--- src/rtl/seg7_pkg.sv ---
// Shared types, constants and segment table for the 4-digit seven-segment scan driver.
package seg7_pkg;

    typedef logic [3:0] bcd_digit_t;

    localparam int unsigned BIN_W = 14;
    localparam int unsigned BCD_W = 16;

    localparam logic [BIN_W-1:0] MAX_DISPLAY = 14'd9999;

    // Segment order {g,f,e,d,c,b,a}, active low
    localparam logic [6:0] SEG_DASH  = 7'b0111111;
    localparam logic [6:0] SEG_BLANK = 7'b1111111;
    localparam logic [6:0] SEG_PATTERN [0:9] = '{
        7'b1000000, 7'b1111001, 7'b0100100, 7'b0110000, 7'b0011001,
        7'b0010010, 7'b0000010, 7'b1111000, 7'b0000000, 7'b0010000
    };

    typedef enum logic [1:0] {StIdle, StShift, StDone} conv_state_t;

    function automatic logic [6:0] seg_decode(input bcd_digit_t d);
        if (d > 4'd9) begin
            return SEG_PATTERN[0];
        end
        return SEG_PATTERN[d];
    endfunction

endpackage

--- src/rtl/seg7_scan_driver_bin2bcd_seq.sv ---
// Sequential double-dabble converter: one shift per cycle, start/busy/done handshake.
module bin2bcd_seq
    import seg7_pkg::*;
(
    input  logic             clk,
    input  logic             rst,
    input  logic             start,
    input  logic [BIN_W-1:0] bin,
    output logic             busy,
    output logic             done,
    output logic [BCD_W-1:0] bcd
);

    localparam int unsigned SR_W = BIN_W + BCD_W;

    conv_state_t     state_q;
    logic [SR_W-1:0] sr_q;
    logic [3:0]      cnt_q;

    // Add-3 on every BCD nibble >= 5, then shift the whole register left by one.
    function automatic logic [SR_W-1:0] dabble_step(input logic [SR_W-1:0] s);
        logic [SR_W-1:0] t;
        t = s;
        for (int i = 0; i < BCD_W / 4; i++) begin
            if (t[BIN_W + 4*i +: 4] >= 4'd5) begin
                t[BIN_W + 4*i +: 4] = t[BIN_W + 4*i +: 4] + 4'd3;
            end
        end
        return {t[SR_W-2:0], 1'b0};
    endfunction

    always_ff @(posedge clk) begin
        if (rst) begin
            state_q <= StIdle;
            sr_q    <= '0;
            cnt_q   <= '0;
            busy    <= 1'b0;
            done    <= 1'b0;
        end else begin
            unique case (state_q)
                StIdle: begin
                    if (start) begin
                        sr_q    <= {{BCD_W{1'b0}}, bin};
                        cnt_q   <= '0;
                        busy    <= 1'b1;
                        state_q <= StShift;
                    end
                end
                StShift: begin
                    sr_q  <= dabble_step(sr_q);
                    cnt_q <= cnt_q + 4'd1;
                    if (cnt_q == 4'(BIN_W - 1)) begin
                        done    <= 1'b1;
                        state_q <= StDone;
                    end
                end
                StDone: begin
                    busy    <= 1'b0;
                    done    <= 1'b0;
                    state_q <= StIdle;
                end
                default: state_q <= StIdle;
            endcase
        end
    end

    assign bcd = sr_q[SR_W-1 -: BCD_W];

endmodule

--- src/rtl/seg7_scan_driver.sv ---
// Binary-to-BCD display back end with time-multiplexed common-anode scan.
// Optional macro LEADING_ZERO_BLANK_EN blanks digits above the most significant non-zero digit.
module seg7_scan_driver
    import seg7_pkg::*;
#(
    parameter int unsigned REFRESH_DIV = 100000,
    parameter int unsigned NUM_DIGITS  = 4
) (
    input  logic                  clk,
    input  logic                  rst,
    input  logic [BIN_W-1:0]      res,
    input  logic                  load,
    output logic                  busy,
    output logic                  ovf,
    output logic [NUM_DIGITS-1:0] anode,
    output logic [6:0]            cathode,
    output logic                  dp
);

    localparam int unsigned CNT_W = (REFRESH_DIV > 1) ? $clog2(REFRESH_DIV) : 1;
    localparam int unsigned IDX_W = $clog2(NUM_DIGITS);

    logic                    conv_done;
    logic [BCD_W-1:0]        conv_bcd;
    logic [4*NUM_DIGITS-1:0] disp_q;
    logic                    ovf_q;
    logic                    pend_ovf_q;
    logic [CNT_W-1:0]        ref_q;
    logic [IDX_W-1:0]        idx_q;
    bcd_digit_t              digit;
    logic [NUM_DIGITS-1:0]   anode_d;
    logic [6:0]              cathode_d;

    bin2bcd_seq u_conv (
        .clk   (clk),
        .rst   (rst),
        .start (load),
        .bin   (res),
        .busy  (busy),
        .done  (conv_done),
        .bcd   (conv_bcd)
    );

    // Displayed value only changes in DONE, so a scan pass never sees a partial result.
    always_ff @(posedge clk) begin
        if (rst) begin
            disp_q     <= '0;
            ovf_q      <= 1'b0;
            pend_ovf_q <= 1'b0;
        end else begin
            if (load && !busy) begin
                pend_ovf_q <= (res > MAX_DISPLAY);
            end
            if (conv_done) begin
                ovf_q  <= pend_ovf_q;
                disp_q <= pend_ovf_q ? '0 : conv_bcd;
            end
        end
    end

`ifdef LEADING_ZERO_BLANK_EN
    logic [IDX_W-1:0] msd;

    always_comb begin
        msd = '0;
        for (int i = 1; i < NUM_DIGITS; i++) begin
            if (disp_q[4*i +: 4] != 4'd0) begin
                msd = IDX_W'(i);
            end
        end
    end
`endif

    always_comb begin
        digit     = disp_q[{idx_q, 2'b00} +: 4];
        anode_d   = ~(NUM_DIGITS'(1) << idx_q);
        cathode_d = ovf_q ? SEG_DASH : seg_decode(digit);
`ifdef LEADING_ZERO_BLANK_EN
        if (!ovf_q && (idx_q > msd)) begin
            anode_d   = '1;
            cathode_d = SEG_BLANK;
        end
`else
`endif
    end

    always_ff @(posedge clk) begin
        if (rst) begin
            ref_q   <= '0;
            idx_q   <= '0;
            anode   <= '1;
            cathode <= SEG_BLANK;
        end else begin
            if (ref_q == CNT_W'(REFRESH_DIV - 1)) begin
                ref_q <= '0;
                idx_q <= (idx_q == IDX_W'(NUM_DIGITS - 1)) ? '0 : idx_q + IDX_W'(1);
            end else begin
                ref_q <= ref_q + CNT_W'(1);
            end
            anode   <= anode_d;
            cathode <= cathode_d;
        end
    end

    assign ovf = ovf_q;
    assign dp  = 1'b1;

endmodule

--- config.mk ---
export PLATFORM = sky130hd
export DESIGN_NAME = seg7_scan_driver
export DESIGN_NICKNAME = d
export VERILOG_FILES = /design/src/rtl/seg7_pkg.sv /design/src/rtl/seg7_scan_driver_bin2bcd_seq.sv /design/src/rtl/seg7_scan_driver.sv
export SDC_FILE = /design/constraint.sdc
export NUM_CORES = 1
export LEC_CHECK = 0
export ABC_CLOCK_PERIOD_IN_PS = 4500
export CAP_MARGIN = 20
export CORE_ASPECT_RATIO = 1.5
export CORE_MARGIN = 2
export CORE_UTILIZATION = 63
export DETAILED_ROUTE_END_ITERATION = 16
export PLACE_DENSITY = 0.85
export SLEW_MARGIN = 10
export SYNTH_ARGS = -nofsm -noshare
export SYNTH_HDL_FRONTEND = slang
export SYNTH_HIERARCHICAL = 1
export SYNTH_SLANG_ARGS = --single-unit
--- constraint.sdc ---
create_clock -name clk -period 4.5 [get_ports clk]
set_input_delay 0.9 -clock clk [delete_from_list [all_inputs] [get_ports clk]]
set_output_delay 0.9 -clock clk [all_outputs]
set_load 0.03 [all_outputs]
==> flow_summary.json, run 1 <==
{
  "die_area_mm2": 0.00719,
  "postCtsSetupBuffers": 0,
  "hold-path-cell-count": 1,
  "fin_util_pct": 70.1,
  "remaining_drc_errors": 0,
  "crit_end": "u_conv/sr_q[19]$_SDFFE_PP0P_",
  "slew_headroom_pct": 24.6,
  "start_kind": "primary input",
  "yosysWarningCount": 6,
  "power_density_mw_per_mm2": 341,
  "hold_viol": 0,
  "vias": 3129,
  "total_power_mw": 1.53,
  "synth-main-ff-cell": "dfxtp_1",
  "numCtsBuffers": 9,
  "clk_pin_slew_ns": 0.09,
  "rr_worst_depth": 5,
  "finClkSkew_ns": 0.00801,
  "dp.cells": 530,
  "grt_usage_pct": 23.0,
  "drtAntennaViolNets": 0,
  "crit_path_end_kind": "flop",
  "synth_area_mm2": 0.00410,
  "drv_cap": 0,
  "worstSetupPathType": "in2reg",
  "cts_resized": 0,
  "timing.rr.start": "idx_q[0]$_SDFFE_PP0N_",
  "finish.instance_area_mm2": 0.00448,
  "yosysUniqueCellTypes": 50,
  "critPathRequiredTime_ns": 4.80,
  "gp_congestion": 0.800,
  "num_antenna_cells": 0,
  "portBuffers": 29,
  "clk_latency_ns": 0.36,
  "drv_slew": 0,
  "die_h_um": 103,
  "status": "completed",
  "tns_ns": 0,
  "synthCells": 461,
  "ys_ff_latch": 86,
  "grt_pass1_wl_mm": 13.1,
  "holdCritPathClass": "reg2reg",
  "async_flop_share_pct": 0,
  "yosys.area.top_type_share_pct": 42.0,
  "syn-num-nets": 498,
  "crit_fanout": 18,
  "die_x_um": 69.9,
  "row_count": 36,
  "htreeDepth": 3,
  "min_period_ns": 2.56,
  "drive_gt1_share_pct": 7.45,
  "place_area_mm2": 0.00425,
  "grt-ovfl-total": 0,
  "viasPerCell": 5.73,
  "antenna_found_initial": 0,
  "nets": 502,
  "wire_per_inst_um": 14.3,
  "slowest_delay_ns": 0.67,
  "routed_wirelength_mm": 7.81,
  "first_iter_violations": 117,
  "path_cells": "clkdlybuf4s50_1, o21bai_1, buf_4, and2_1, nand2_1, o21ai_1",
  "syn2layout_area_growth_pct": 9.24,
  "clockBufferDepth": 2,
  "rrSetupSlack_ns": 2.26,
  "arrival_ns": 2.86,
  "initial_core_util_pct": 64.1,
  "rr_endpoint": "cathode[6]$_SDFF_PP1_",
  "synth_top_area_cell": "dfxtp_1",
  "seq_area_frac_synth_pct": 42.0,
  "final_cells": 546,
  "first_global_vias": 3009,
  "cts_tree": "yes",
  "firstDrtPassIters": 4,
  "avgSynthCellArea_um2": 8.90,
  "p_leak_nw": 1.75,
  "synthTopCellsByArea": "dfxtp_1, ha_1, nor2_1",
  "root_buffer": "clkbuf_8",
  "rsz0062_at_grt": "false",
  "critPathSlowestCell": "clkdlybuf4s50_1",
  "crit_start": "load",
  "vdd_ir_drop_max_mv": 0.236,
  "min_period_over_period_pct": 57.0,
  "grt_max_degree": 28,
  "cts.sinks": 86,
  "synth_edf_count": 0,
  "setup_viol": 0,
  "cts_hold_buf": 0,
  "hpwlAfterDp_mm": 5.58,
  "core-area_mm2": 0.00640,
  "fmax_mhz": 390,
  "io_pins": 31,
  "hold_path_startpoint": "ref_q[0]$_SDFF_PP0_",
  "worst_pin_slew_ns": 1.13
}
-- logic make-up after synthesis --
family | after synthesis | synth area share [%]
and+or+nand+nor | 159 | 19.5
AOI/OAI and AO/OA | 100 | 15.5
DFF | 86 | 42.0
buffers and inverters | 64 | 8.45
adders and majority gates | 20 | 6.10
xor gates and xnor gates | 18 | 3.84
muxes | 13 | 4.52
other | 1 | 0.0914
-- area by class of cell --
class,instances,area [um2]
Multi-Input combinational cell,311,2030
Fill cell,494,1920
Sequential cell,86,1720
Timing Repair Buffer,31,300
Clock buffer,11,151
Inverter,26,97.6
Tap cell,76,95.1
Clock inverter,5,81.3
-- worst max-delay path: cells and delay by family --
| kind | cells | cell delay (ns) |
|---|---|---|
| buffers and inverters | 2 | 0.87 |
| AO/OA/AOI/OAI | 2 | 0.37 |
| AND/OR/NAND/NOR | 2 | 0.71 |
-- Yosys cell counts, types with 13 or more instances --
master / count
nand3_1: 13
o21ai_0: 15
nor2_1: 60
dfxtp_1: 86
xor2_1: 13
nand2_1: 19
a21oi_1: 43
inv_1: 25
buf_4: 18
ha_1: 20
nand2b_1: 13
nor2b_1: 17
-- registers in the layout, indices dropped and copies added (netlist names) --
register,cells
cathode,7
idx_q,2
u_conv/done,1
u_conv/state_q,2
u_conv/sr_q,30
anode,4
u_conv/cnt_q,4
ref_q,17
pend_ovf_q,1
ovf,1
disp_q,16
u_conv/busy,1
-- routing by layer --
| layer | track usage, % | share of wire, % | routed length, um | vias up |
|---|---|---|---|---|
| met3 | 3.42 | 3.0 | 236 | 20 |
| met1 | 23.1 | 41 | 3170 | 1472 |
| met4 | 16.7 | 3.6 | 278 | 0 |
| met5 | 0 | 0 | 0 | - |
| li1 | - | - | - | 1575 |
| met2 | 43.2 | 53 | 4130 | 62 |
-- worst min path at each step --
stage	endpoint	slack, ns
3_3_place_gp	ref_q[0]$_SDFF_PP0_	0.42
3_5_place_dp	ref_q[0]$_SDFF_PP0_	0.43
6_report	ref_q[0]$_SDFF_PP0_	0.44
4_1_cts	ref_q[0]$_SDFF_PP0_	0.44
2_1_floorplan	ref_q[0]$_SDFF_PP0_	0.41
5_1_grt	ref_q[0]$_SDFF_PP0_	0.49
-- per-stage QoR --
stage / setup slack, ns / hold WS [ns]
after floorplan: 2.58 / 0.413
after global placement: 1.61 / 0.422
after detailed placement: 1.56 / 0.431
after CTS: 1.95 / 0.443
after global routing: 1.78 / 0.495
final: 1.94 / 0.441
-- cell usage in the layout, fill, tap and decap left out, types with 2 or more instances in the layout --
cell type | synthesis | routed
xnor2_1 | 5 | 5
nor4bb_1 | 2 | 2
inv_1 | 25 | 25
o21ai_0 | 15 | 15
nor2_1 | 60 | 60
o221a_2 | 3 | 3
nand3_1 | 13 | 13
xor2_1 | 13 | 13
clkbuf_8 | 0 | 11
o21ai_1 | 12 | 12
nor2_2 | 2 | 2
mux2i_1 | 8 | 8
a22o_1 | 6 | 6
nor2b_1 | 17 | 17
bufinv_16 | 0 | 2
a2111oi_2 | 3 | 3
a21oi_1 | 43 | 43
a222oi_1 | 3 | 3
ha_1 | 20 | 20
o21bai_1 | 2 | 2
dfxtp_1 | 86 | 86
nand2_1 | 19 | 19
or3_1 | 6 | 6
and4_1 | 3 | 3
mux4_2 | 3 | 3
o31ai_1 | 3 | 3
nor3_1 | 4 | 4
buf_4 | 18 | 2
and3_1 | 3 | 3
clkdlybuf4s50_1 | 0 | 28
nand2b_1 | 13 | 13
o221ai_1 | 2 | 2
a22oi_1 | 4 | 4
nand4_1 | 8 | 8
and2_1 | 2 | 2
-- report_power, final --
part           leakage [nW]  internal, mW  switching, mW  total, mW
clock                 0.116         0.343          0.271      0.614
sequential            0.700         0.782         0.0177      0.800
combinational         0.936        0.0473         0.0669      0.114
Note: power is estimated with default switching activity, not from simulation.
==> run 2, diff against run 1 <==
--- a/config.mk
+++ b/config.mk
@@ -5,13 +5,13 @@
 export SDC_FILE = /design/constraint.sdc
 export NUM_CORES = 1
 export LEC_CHECK = 0
-export ABC_CLOCK_PERIOD_IN_PS = 4500
+export ABC_CLOCK_PERIOD_IN_PS = 2300
 export CAP_MARGIN = 20
 export CORE_ASPECT_RATIO = 1.5
 export CORE_MARGIN = 2
-export CORE_UTILIZATION = 63
+export CORE_UTILIZATION = 53
 export DETAILED_ROUTE_END_ITERATION = 16
-export PLACE_DENSITY = 0.85
+export PLACE_DENSITY = 0.76
 export SLEW_MARGIN = 10
 export SYNTH_ARGS = -nofsm -noshare
 export SYNTH_HDL_FRONTEND = slang
==> constraint.sdc (replaced) <==
create_clock -name clk -period 2.3 [get_ports clk]
set_input_delay 0.46 -clock clk [delete_from_list [all_inputs] [get_ports clk]]
set_output_delay 0.46 -clock clk [all_outputs]
set_load 0.03 [all_outputs]
==> flow_summary.json, run 2 (synthesis results as in run 1) <==
{
  "reg_top3": "u_conv/sr_q: 30 flops, ref_q: 17 flops, disp_q: 16 flops",
  "min_period_over_period_pct": 87.0,
  "intPower_mw": 2.47,
  "combinationalPowerShare_pct": 7.4,
  "cts_hold_buf": 0,
  "finClkSkew_ns": 0.00350,
  "clk_pin_slew_ns": 0.06,
  "seq_area_mm2": 0.00172,
  "holdCritPathClass": "reg2reg",
  "vdd_ir_drop_max_mv": 0.475,
  "die_area_mm2": 0.00847,
  "drv_slew": 0,
  "firstDrtPassIters": 5,
  "status": "completed",
  "drtAntennaViolNets": 0,
  "crit_path_end_kind": "flop",
  "arrival_ns": 2.27,
  "clockBufferDepth": 2,
  "final_cell_mix": "dfxtp_1, nor2_1, a21oi_1",
  "power.share.clock_pct": 43.6,
  "grt_use_met1_pct": 24.1,
  "grt_busiest_layer": "met2",
  "routed_wirelength_mm": 8.01,
  "num_antenna_cells": 0,
  "largest_reg_flops": 30,
  "total_power_mw": 3.20,
  "viasPerCell": 5.45,
  "fill_cells": 684,
  "numCtsBuffers": 9,
  "netSwitchingPower_mw": 0.727,
  "grt_max_degree": 19,
  "tns_ns": 0,
  "nets": 512,
  "drv_cap": 0,
  "initial_core_util_pct": 54.2,
  "rsz0062_at_grt": "false",
  "start_kind": "flop",
  "io_pins": 31,
  "largest_register": "u_conv/sr_q",
  "p_leak_nw": 1.82,
  "clk_latency_ns": 0.34,
  "layout_commonest_cell": "dfxtp_1",
  "die_h_um": 112,
  "worstSetupPathType": "reg2reg",
  "worst_pin_slew_ns": 1.04,
  "root_buffer": "clkbuf_16",
  "cts_tree": "yes",
  "core-area_mm2": 0.00756,
  "gp_congestion": 0.878,
  "grt_pass1_wl_mm": 13.7,
  "cts.sinks": 86,
  "seqPwrFrac_pct": 49.0,
  "wire_per_inst_um": 13.8,
  "htreeDepth": 3,
  "grt_usage_pct": 20.9,
  "grtUsageMet3_pct": 5.25,
  "hold_viol": 0,
  "remaining_drc_errors": 0,
  "first_global_vias": 3073,
  "vias": 3174,
  "setup_viol": 0,
  "fmax_mhz": 500,
  "multi_input_area_mm2": 0.00203,
  "hpwlAfterDp_mm": 5.74,
  "crit_fanout": 5,
  "power_density_mw_per_mm2": 690,
  "min_period_ns": 2.00,
  "row_count": 39,
  "switching_share_pct": 22.7,
  "use_met2_pct": 34.8,
  "grt-ovfl-total": 0,
  "syn2layout_area_growth_pct": 13.1,
  "drive_gt1_share_pct": 8.75,
  "critPathRequiredTime_ns": 2.57,
  "postCtsSetupBuffers": 0,
  "antenna_found_initial": 0,
  "die_x_um": 75.8,
  "first_iter_violations": 159,
  "portBuffers": 29,
  "slew_headroom_pct": 30.6,
  "cts_resized": 0
}
==> run 2: cell types whose count changed in the layout (fill, tap and decap cells not counted) <==
| cell | before | now |
|---|---|---|
| bufinv_16 | 2 | 1 |
| clkinv_2 | 1 | 2 |
| clkinv_4 | 1 | 0 |
| buf_4 | 2 | 12 |
| clkbuf_1 | 0 | 3 |
| clkbuf_16 | 0 | 9 |
| clkbuf_8 | 11 | 0 |
==> run 2: final cells by class <==
cell class / count / share of cell area (%)
Clock inverter: 4 / 1.02
Clock buffer: 12 / 5.10
Inverter: 26 / 2.10
Multi-Input combinational cell: 311 / 43.8
Timing Repair Buffer: 41 / 8.09
Sequential cell: 86 / 37.1
Tap cell: 102 / 2.75
==> run 2: worst paths after layout <==
path / end / start / cells after the start / slack, ns
worst max-delay path: cathode[6]$_SDFF_PP1_ / idx_q[0]$_SDFFE_PP0N_ / 5 / 0.30
worst min-delay path: ref_q[0]$_SDFF_PP0_ / ref_q[0]$_SDFF_PP0_ / 1 / 0.44
worst max register to register: cathode[6]$_SDFF_PP1_ / idx_q[0]$_SDFFE_PP0N_ / 5 / 0.30
worst min register to register: ref_q[0]$_SDFF_PP0_ / ref_q[0]$_SDFF_PP0_ / 1 / 0.44
==> run 2: layer usage <==
metal	share of wire, %	routed length (um)
met5	0	0
met4	2.8	225
met1	42	3350
met3	3.2	259
met2	52	4180
==> run 2: stage by stage <==
stage / utilization (%) / worst slack (ns) / hold slack, ns / instances / area [um2]
after floorplan: - / 0.381 / 0.413 / 461 / 4100
after global placement: 57.6 / 0.294 / 0.423 / 566 / 4360
after detailed placement: 57.6 / 0.269 / 0.433 / 566 / 4360
after CTS: 61.3 / 0.289 / 0.445 / 582 / 4640
after global routing: 61.3 / 0.114 / 0.476 / 582 / 4640
final: 61.3 / 0.299 / 0.443 / 582 / 4640
==> run 2: power by group through the flow <==
stage / Clock, mW / Combinational, mW / Sequential (mW)
final: 1.40 / 0.238 / 1.57
after global placement: 0 / 0.233 / 1.60
after detailed placement: 0 / 0.239 / 1.60
after CTS: 1.43 / 0.239 / 1.57
after global routing: 1.49 / 0.262 / 1.57
after floorplan: 0 / 0.144 / 1.60
==> run 2: critical path, cell delays in order, from the launching register on <==
cell,delay (ns)
dfxtp_1,0.38
mux4_1,0.67
ha_1,0.26
nor3b_1,0.35
o32ai_2,0.15
o21bai_1,0.12
